### config.mk
export PLATFORM = sky130hd
export DESIGN_NAME = vote_input_conditioner
export DESIGN_NICKNAME = d
export VERILOG_FILES = /design/src/rtl/vote_input_conditioner.sv
export SDC_FILE = /design/constraint.sdc
export NUM_CORES = 1
export LEC_CHECK = 0
export BUFFER_PORTS_ARGS = -buffer_cell sky130_fd_sc_hd__buf_2
export CORE_MARGIN = 8
export CORE_UTILIZATION = 40
export CTS_CLUSTER_DIAMETER = 200
export CTS_CLUSTER_SIZE = 12
export DETAILED_ROUTE_END_ITERATION = 7
export GPL_ROUTABILITY_DRIVEN = 1
export GPL_TIMING_DRIVEN = 0
export PLACE_DENSITY = 0.54
export SYNTH_ARGS = -nofsm -noshare
export SYNTH_HDL_FRONTEND = slang
export SYNTH_SLANG_ARGS = --single-unit
### constraint.sdc
create_clock -name clk -period 4.8 [get_ports clk]
set_input_delay 1.44 -clock clk [delete_from_list [all_inputs] [get_ports clk]]
set_output_delay 1.44 -clock clk [all_outputs]
set_load 0.03 [all_outputs]
### src/rtl/vote_input_conditioner.sv
// Front-end conditioner for three raw vote buttons. Each button goes through a
// two-flop synchroniser and a counter-based debouncer, then a small arbiter FSM
// turns clean press events into at most one single-cycle vote (or conflict)
// pulse per physical press, followed by a hold-off window and a wait for all
// buttons to be released.
module vote_input_conditioner #(
    parameter int DEBOUNCE_CYCLES = 16,
    parameter int HOLDOFF_CYCLES  = 32,
    parameter int CNT_W           = 16
) (
    input  logic       clk,
    input  logic       rst_n,
    input  logic       enable,
    input  logic       btn_A,
    input  logic       btn_B,
    input  logic       btn_C,
    output logic       vote_A,
    output logic       vote_B,
    output logic       vote_C,
    output logic       conflict,
    output logic       busy,
    output logic [1:0] state_out
);

    typedef enum logic [1:0] {
        ST_IDLE         = 2'b00,
        ST_HOLDOFF      = 2'b01,
        ST_WAIT_RELEASE = 2'b10
    } state_t;

    // Terminal counts: the debounce counter toggles the stable level on the
    // cycle it would reach DEBOUNCE_CYCLES; hold-off lasts HOLDOFF_CYCLES cycles.
    localparam logic [CNT_W-1:0] DB_LAST = CNT_W'(DEBOUNCE_CYCLES - 1);
    localparam logic [CNT_W-1:0] HO_LAST = CNT_W'(HOLDOFF_CYCLES - 1);

    logic [2:0]       raw_btn;
    logic [2:0]       sync1;
    logic [2:0]       sync2;
    logic [2:0]       stable;
    logic [2:0]       stable_d;
    logic [CNT_W-1:0] db_cnt [3];
    logic [2:0]       rise;
    logic [1:0]       rise_cnt;

    state_t           state;
    logic [CNT_W-1:0] hold_cnt;
    logic [2:0]       vote_q;
    logic             conflict_q;

    // Bit 0 = A, bit 1 = B, bit 2 = C throughout.
    assign raw_btn = {btn_C, btn_B, btn_A};

    // Two-flop synchroniser for the asynchronous button inputs.
    // NOTE: sequential state uses non-blocking assignments so every flop samples
    // the pre-edge value of its source; blocking here would collapse the two
    // synchroniser stages into one.
    always_ff @(posedge clk or negedge rst_n) begin
        if (!rst_n) begin
            sync1 <= '0;
            sync2 <= '0;
        end else begin
            sync1 <= raw_btn;
            sync2 <= sync1;
        end
    end

    // Per-button debounce: the stable level only follows the synchronised input
    // after DEBOUNCE_CYCLES consecutive differing samples; presses and releases
    // are treated identically.
    always_ff @(posedge clk or negedge rst_n) begin
        if (!rst_n) begin
            stable   <= '0;
            stable_d <= '0;
            for (int i = 0; i < 3; i++) begin
                db_cnt[i] <= '0;
            end
        end else begin
            stable_d <= stable;
            for (int i = 0; i < 3; i++) begin
                if (sync2[i] == stable[i]) begin
                    db_cnt[i] <= '0;
                end else if (db_cnt[i] == DB_LAST) begin
                    stable[i] <= ~stable[i];
                    db_cnt[i] <= '0;
                end else begin
                    db_cnt[i] <= db_cnt[i] + 1'b1;
                end
            end
        end
    end

    // One-cycle press events and how many of them coincide.
    assign rise     = stable & ~stable_d;
    assign rise_cnt = 2'(rise[0]) + 2'(rise[1]) + 2'(rise[2]);

    // Arbiter FSM with registered vote/conflict pulses.
    always_ff @(posedge clk or negedge rst_n) begin
        if (!rst_n) begin
            state      <= ST_IDLE;
            hold_cnt   <= '0;
            vote_q     <= '0;
            conflict_q <= 1'b0;
        end else begin
            // Pulses are single-cycle unless re-asserted below.
            vote_q     <= '0;
            conflict_q <= 1'b0;
            case (state)
                ST_IDLE: begin
                    if (rise_cnt == 2'd1) begin
                        if (enable) begin
                            vote_q   <= rise;
                            hold_cnt <= '0;
                            state    <= ST_HOLDOFF;
                        end else begin
                            // Disabled: consume the press silently.
                            state <= ST_WAIT_RELEASE;
                        end
                    end else if (rise_cnt > 2'd1) begin
                        conflict_q <= 1'b1;
                        state      <= ST_WAIT_RELEASE;
                    end
                end
                ST_HOLDOFF: begin
                    hold_cnt <= hold_cnt + 1'b1;
                    if (hold_cnt == HO_LAST) begin
                        state <= ST_WAIT_RELEASE;
                    end
                end
                ST_WAIT_RELEASE: begin
                    // Leaving only with all levels low keeps IDLE's entry
                    // invariant, so a held button can never vote twice.
                    if (stable == 3'b000) begin
                        state <= ST_IDLE;
                    end
                end
                default: begin
                    state <= ST_IDLE;
                end
            endcase
        end
    end

    assign vote_A    = vote_q[0];
    assign vote_B    = vote_q[1];
    assign vote_C    = vote_q[2];
    assign conflict  = conflict_q;
    assign busy      = (state != ST_IDLE);
    assign state_out = state;

endmodule
==> reports/results.ini, run 1 <==
[pwr]
p_sw_mw = 0.364
seq_power_share = 0.532
p_sw_frac = 0.250
ir_drop_mv = 0.159
p_clk_frac = 0.397
p_leak_nw = 1.91
intPower_mw = 1.09
pwr_density_cell_mw_per_mm2 = 343
p_comb_frac = 0.071

[synth]
synth-adder-area-share = 0.0186
yosysMostFrequentCell = dfrtp_1
yosysWarnings = 0
yosys.area.top_type = dfrtp_1
synthMuxAreaShare = 0.0302
synthSimpleGateAreaFrac = 0.262
synth.top_cell.area_share = 0.543
ys.flop_type = dfrtp_1
synth-seq-cells = 82
syn_nets = 376
async_flop_share = 1.00
syn_avg_cell_area_um2 = 10.3
synth_xor_area_frac = 0.102
synthCells = 365
syn_area_mm2 = 0.00378
synth_common_cells = dfrtp_1, nor2_1, nand2_1, nand3_1, xnor2_1
synth_top_family_by_area = simple AND/OR/NAND/NOR gates
synth_compound_area_frac = 0.0288
synth_cell_type_count = 34
synth-edff-count = 0
synth_area_leaders = dfrtp_1, xnor2_1, nor2_1
ys_seq_area_frac = 0.543

[sta]
fmax_mhz = 356
slew_viol_final = 0
hold_viol = 0
finalCritPeriodShare = 0.585
skew_ns = 0.0157
rsz0062_at_grt = no
setup_viol = 0
fin_crit_ns = 2.81
fin_ws_ns = 1.99
tns_ns = 0
slew_headroom = 0.588
worst_pin_slew_ns = 0.614

[place]
dp_hpwl_um = 4750
place_area_mm2 = 0.00401
numPortBuffers = 12
gp_congestion = 0.803
pre_cts_ws_ns = 2.10

[grt]
grt_first_pass_wirelength_um = 12300
antenna_found_initial = 0
gr-usage-all-layers = 0.118
grt_max_degree = 60
grt_pass1_vias = 2558
grt-ovfl-total = 0

[setup_path]
max_stage_delay_ns = 0.48
worst_path_max_delay_cell = dfrtp_1
critical_path.top_delay_family = flip-flops
path_max_fanout = 8
critPathCaptureType = output pin
crit_arrival_ns = 1.37
path_cells = nor2_1, inv_1, buf_2
worstSetupStartpointType = flip-flop
critPathBufInv = 2
worstSetupPathType = flip-flop to output pin
cp.required_ns = 3.36
rrSetupSlack_ns = 2.56

[detailed_routing]
ant_nets = 0
vias_per_cell = 5.22
wl_per_cell_um = 13.6
drt_iter0_drc = 64
vias = 2635
dr.pass1.iters = 4
drc = 0
routed_wl_um = 6850

[clocking]
cts_tree = yes
postCtsSetupRepairBufs = 0
clk_latency_ns = 0.35
cts.clk_slew.worst_paths_ns = 0.08
hold_buffers = 0
cts_sinks = 82
cts_max_level = 3
cts_resized = 0
cts-root-buf = clkbuf_8
cts_buffer_depth = 2
cts_buffers = 9

[layout]
antennaDiodeCount = 0
fin_area_mm2 = 0.00424
regArea_mm2 = 0.00205
fill_cells = 866
multi_input_area_mm2 = 0.00167
finalNetCount = 400
area_growth_pct = 12.4
drive_above_1_share = 0.0888

[run_status]
outcome = finished clean

[die]
die-area_mm2 = 0.0128
num_rows = 35
core_area_mm2 = 0.00920
dieWidth_um = 113
die_y_um = 113
start_util = 0.411
ios = 13

[run]
max_cap_violations = 0

[min_path]
hold_path.class = flip-flop to flip-flop

==> area by class of cell <==
| cell class | instances | area share |
|---|---|---|
| tap | 111 | 0.0327 |
| multi-input combinational | 268 | 0.393 |
| clock inverter | 5 | 0.0203 |
| clock buffer | 11 | 0.0357 |
| timing repair buffer | 13 | 0.0212 |
| sequential | 82 | 0.484 |
| inverter | 9 | 0.00796 |
| buffer | 6 | 0.00531 |
==> metrics by stage <==
| stage | util | hold slack (ns) | instances | total power [mW] |
|---|---|---|---|---|
| after floorplan | - | 0.331 | 365 | 0.844 |
| after global placement | 0.432 | 0.332 | 488 | 0.886 |
| after CTS | 0.461 | 0.353 | 505 | 1.47 |
| final | 0.461 | 0.351 | 505 | 1.45 |
| after detailed placement | 0.436 | 0.336 | 489 | 0.893 |
| after global routing | 0.461 | 0.362 | 505 | 1.52 |
==> per-layer routing <==
layer | share of wire | wire (µm) | GRT usage | up-vias
li1 | - | - | - | 1333
met1 | 0.52 | 3540 | 0.162 | 1261
met2 | 0.44 | 3020 | 0.175 | 33
met3 | 0.030 | 203 | 0.0229 | 8
met4 | 0.013 | 89 | 0.0533 | 0
met5 | 0 | 0 | 0 | -
==> final timing paths <==
kind | start | end | cells after the start
setup / recovery | state_out[1] | busy | 3
hold / removal | sync1[2] | sync2[2] | 0
setup reg to reg | stable[2] | hold_cnt[5] | 6
hold reg to reg | sync1[2] | sync2[2] | 0
max in group asynchronous | rst_n | db_cnt[4] | 2
min in group asynchronous | rst_n | hold_cnt[10] | 1
==> flip-flops by register name (all words and copies together), names as in the netlist <==
register / cells
sync2: 3
sync1: 3
state_out: 2
conflict: 1
db_cnt: 48
stable: 3
stable_d: 3
vote_q: 3
hold_cnt: 16
==> cells in the final DEF, fill, tap and decap left out, types with 4 or more instances in the layout <==
master / netlist / layout
ha_1: 4 / 4
buf_2: 0 / 11
nor4_1: 18 / 18
and4_1: 6 / 6
nor3_1: 11 / 11
mux2i_1: 8 / 8
nor2_1: 53 / 53
xnor2_1: 25 / 25
inv_1: 9 / 9
nand4_1: 18 / 18
clkbuf_8: 0 / 11
nor2b_1: 5 / 5
nand2_1: 27 / 27
clkbuf_1: 6 / 6
o21ai_0: 9 / 9
and3_1: 12 / 12
dfrtp_1: 82 / 82
xor2_1: 19 / 19
nand3_1: 25 / 25
==> kinds of logic after synthesis <==
logic type / count (synthesis)
xor gates and xnor gates: 44
muxes: 11
and+or+nand+nor: 190
buffers and inverters: 15
DFF: 82
adders and majority gates: 5
AOI/OAI and AO/OA: 18
==> worst reg2reg max path: cells and delay by family (launching register included) <==
family	cells	cell delay [ns]
compound gates	3	0.82
fa+ha+maj	1	0.46
flops	1	0.43
simple gates	2	0.47
==> power groups by stage <==
stage	clock network, mW	logic, mW	registers [mW]
floorplan	0	0.0692	0.775
global placement	0	0.100	0.786
detailed placement	0	0.106	0.787
CTS	0.592	0.106	0.774
global route	0.622	0.122	0.780
finish	0.577	0.103	0.774
Note: power is estimated with default switching activity, not from simulation.
==> run 2, diff against run 1 <==
ABC_AREA = 1   (was not set)
clock period = 2.6 ns   (was 4.8 ns; I/O delays follow)
==> reports/results.ini, run 2 <==
[synth]
syn_avg_cell_area_um2 = 7.58  ; -27%
ys_seq_area_frac = 0.466  ; -0.0774
synth_area_leaders = dfrtp_1, nand2_1, nor2_1
synth.top_cell.area_share = 0.466  ; -0.0774
synth_common_cells = nand2_1, nor2_1, dfrtp_1, inv_1, nand3_1
synth-seq-cells = 82  ; unchanged
synth_cell_type_count = 31  ; -8.8%
ys.flop_type = dfrtp_1
async_flop_share = 1.00  ; unchanged
syn_area_mm2 = 0.00440  ; +17%
synthCells = 581  ; +59%
syn_nets = 592  ; +57%
yosysWarnings = 0  ; unchanged
yosys.area.top_type = dfrtp_1
synth-edff-count = 0  ; unchanged
yosysMostFrequentCell = nand2_1

[clocking]
cts_max_level = 3  ; unchanged
cts_resized = 0  ; unchanged
cts_buffers = 9  ; unchanged
cts.clk_slew.worst_paths_ns = 0.08  ; about the same
cts_sinks = 82  ; unchanged
postCtsSetupRepairBufs = 0  ; unchanged
hold_buffers = 0  ; unchanged
cts_buffer_depth = 2  ; unchanged
cts-root-buf = clkbuf_8
clk_latency_ns = 0.36  ; about the same
cts_tree = yes

[sta]
slew_viol_final = 0  ; unchanged
hold_ws_ns = 0.328  ; -0.0231 ns
fin_crit_ns = 2.21
setup_viol = 0  ; unchanged
worst_pin_slew_ns = 0.352  ; -0.261 ns
tns_ns = 0  ; unchanged
skew_ns = 0.00573  ; -0.00997 ns
slew_headroom = 0.765  ; +0.177
rsz0062_at_grt = no
finalCritPeriodShare = 0.849
fmax_mhz = 453
hold_viol = 0  ; unchanged

[detailed_routing]
wl_per_cell_um = 12.0  ; -12%
vias = 3563  ; +35%
routed_wl_um = 8960  ; +31%
drc = 0  ; unchanged
ant_nets = 0  ; unchanged
drt_iter0_drc = 230  ; +260%
vias_per_cell = 4.76  ; -8.8%
dr.pass1.iters = 4  ; unchanged

[layout]
top_register = db_cnt
largest_register_ffs = 48  ; unchanged
layout_commonest_cell = nand2_1
top_regs = db_cnt (48), hold_cnt (16)
area_growth_pct = 10.7
final_cell_count_no_fill = 749  ; +48%
fill_cells = 1087  ; +26%
drive_above_1_share = 0.107  ; +0.0179
finalNetCount = 616  ; +54%
fin_area_mm2 = 0.00487  ; +15%
antennaDiodeCount = 0  ; unchanged
final_cell_mix = nand2_1, nor2_1, dfrtp_1

[pwr]
p_sw_frac = 0.293  ; +0.0431
pwr_density_cell_mw_per_mm2 = 585  ; +71%
intPower_mw = 2.01  ; +85%
p_leak_nw = 2.32  ; +22%
seq_power_share = 0.508  ; -0.024
p_comb_frac = 0.151  ; +0.080
ir_drop_mv = 0.302  ; +90%
p_sw_mw = 0.835  ; +130%
p_clk_frac = 0.341  ; -0.056

[grt]
gr-usage-all-layers = 0.137  ; +0.0189
grt-ovfl-total = 0  ; unchanged
grt_pass1_vias = 3498  ; +37%
grt_first_pass_wirelength_um = 16100  ; +31%
grt_max_degree = 59  ; -1.7%
antenna_found_initial = 0  ; unchanged

[die]
ios = 13  ; unchanged
dieWidth_um = 121  ; +6.9%
num_rows = 38  ; +8.6%
die-area_mm2 = 0.0146  ; +14%
core_area_mm2 = 0.0108  ; +17%
start_util = 0.408  ; -0.00266
die_y_um = 121  ; +6.9%

[run_status]
outcome = finished clean

[setup_path]
critPathCaptureType = output pin
crit_arrival_ns = 1.43  ; +0.06 ns
worstSetupStartpointType = flip-flop
reg2reg_from = stable[0]
max_stage_delay_ns = 0.46  ; -0.02 ns
path_cells = nor2_1, inv_1, buf_2
cp.required_ns = 1.82  ; -1.54 ns
worst_path_max_delay_cell = dfrtp_1
worstSetupPathType = flip-flop to output pin
critPathLaunch = state_out[1]
path_max_fanout = 5  ; -3

[min_path]
hold_path.class = input port to asynchronous set/reset pin

[place]
gp_congestion = 0.827  ; +3.0%
numPortBuffers = 12  ; unchanged
dp_hpwl_um = 6610  ; +39%
dp_cells = 734  ; +50%
place_area_mm2 = 0.00467  ; +17%

[run]
max_cap_violations = 0  ; unchanged

## run 2: cell types whose count changed in the layout (fill, tap and decap cells not counted), sizes merged, moves of 16 or more
cell / before / now
nand2: 27 / 161
nor2: 53 / 134
nor4: 18 / 0
xnor2: 25 / 9
inv: 9 / 71
nand3: 26 / 44
## run 2: layer usage
layer | part of all wire | global-route usage | vias to the layer above | wire length [µm]
li1 | - | - | 1841 | -
met1 | 0.50 | 0.181 | 1663 | 4470
met2 | 0.45 | 0.212 | 42 | 4060
met3 | 0.025 | 0.0233 | 17 | 227
met4 | 0.023 | 0.0703 | 0 | 203
met5 | 0 | 0 | - | 0
## run 2: final cells by class
type / count / area (µm²) / area share
plain buffers: 5 / 48.8 / 0.0100
clock buffers: 13 / 169 / 0.0347
clock inverters: 2 / 35.0 / 0.00719
inverters: 73 / 274 / 0.0562
multi-input cells: 421 / 2030 / 0.416
flip-flops and latches: 82 / 2050 / 0.421
well taps: 140 / 175 / 0.0360
repair buffers: 13 / 90.1 / 0.0185
## run 2: worst max-delay path: cells and delay by family (launching register included)
family | cells | cell delay [ns]
buffers and inverters | 2 | 0.33
DFF | 1 | 0.46
and+or+nand+nor | 1 | 0.28
## run 2: kinds of logic after synthesis
kind of cell	after synthesis	synth area share
AOI/OAI and AO/OA	26	0.0333
xor gates and xnor gates	23	0.0458
adders and majority gates	5	0.0159
buffers and inverters	78	0.0733
DFF	82	0.466
and+or+nand+nor	367	0.366
## run 2: path summary, 6_finish.rpt
check                                  end  slack [ns]  cells after the start
worst max-delay path                  busy        0.39                      3
worst min-delay path            db_cnt[45]        0.33                      1
worst max register to register   vote_q[2]        0.56                      8
worst min register to register    sync2[2]        0.36                      0
max in group asynchronous       db_cnt[13]        1.67                      2
min in group clk                  sync2[2]        0.36                      0
## run 2: power by group through the flow
stage                     Combinational [mW]  Sequential [mW]  Clock [mW]
after global routing                   0.506             1.46        1.06
after floorplan                        0.321             1.46           0
final                                  0.431             1.45       0.970
after detailed placement               0.434             1.47           0
after global placement                 0.418             1.47           0
after CTS                              0.437             1.45        1.01
## run 2: per-stage QoR
stage	worst slack (ns)	util	power, mW
6_report	0.392	0.451	2.85
3_5_place_dp	0.478	0.433	1.91
4_1_cts	0.351	0.451	2.89
2_1_floorplan	0.764	-	1.78
5_1_grt	0.265	0.451	3.02
3_3_place_gp	0.00896	0.430	1.89
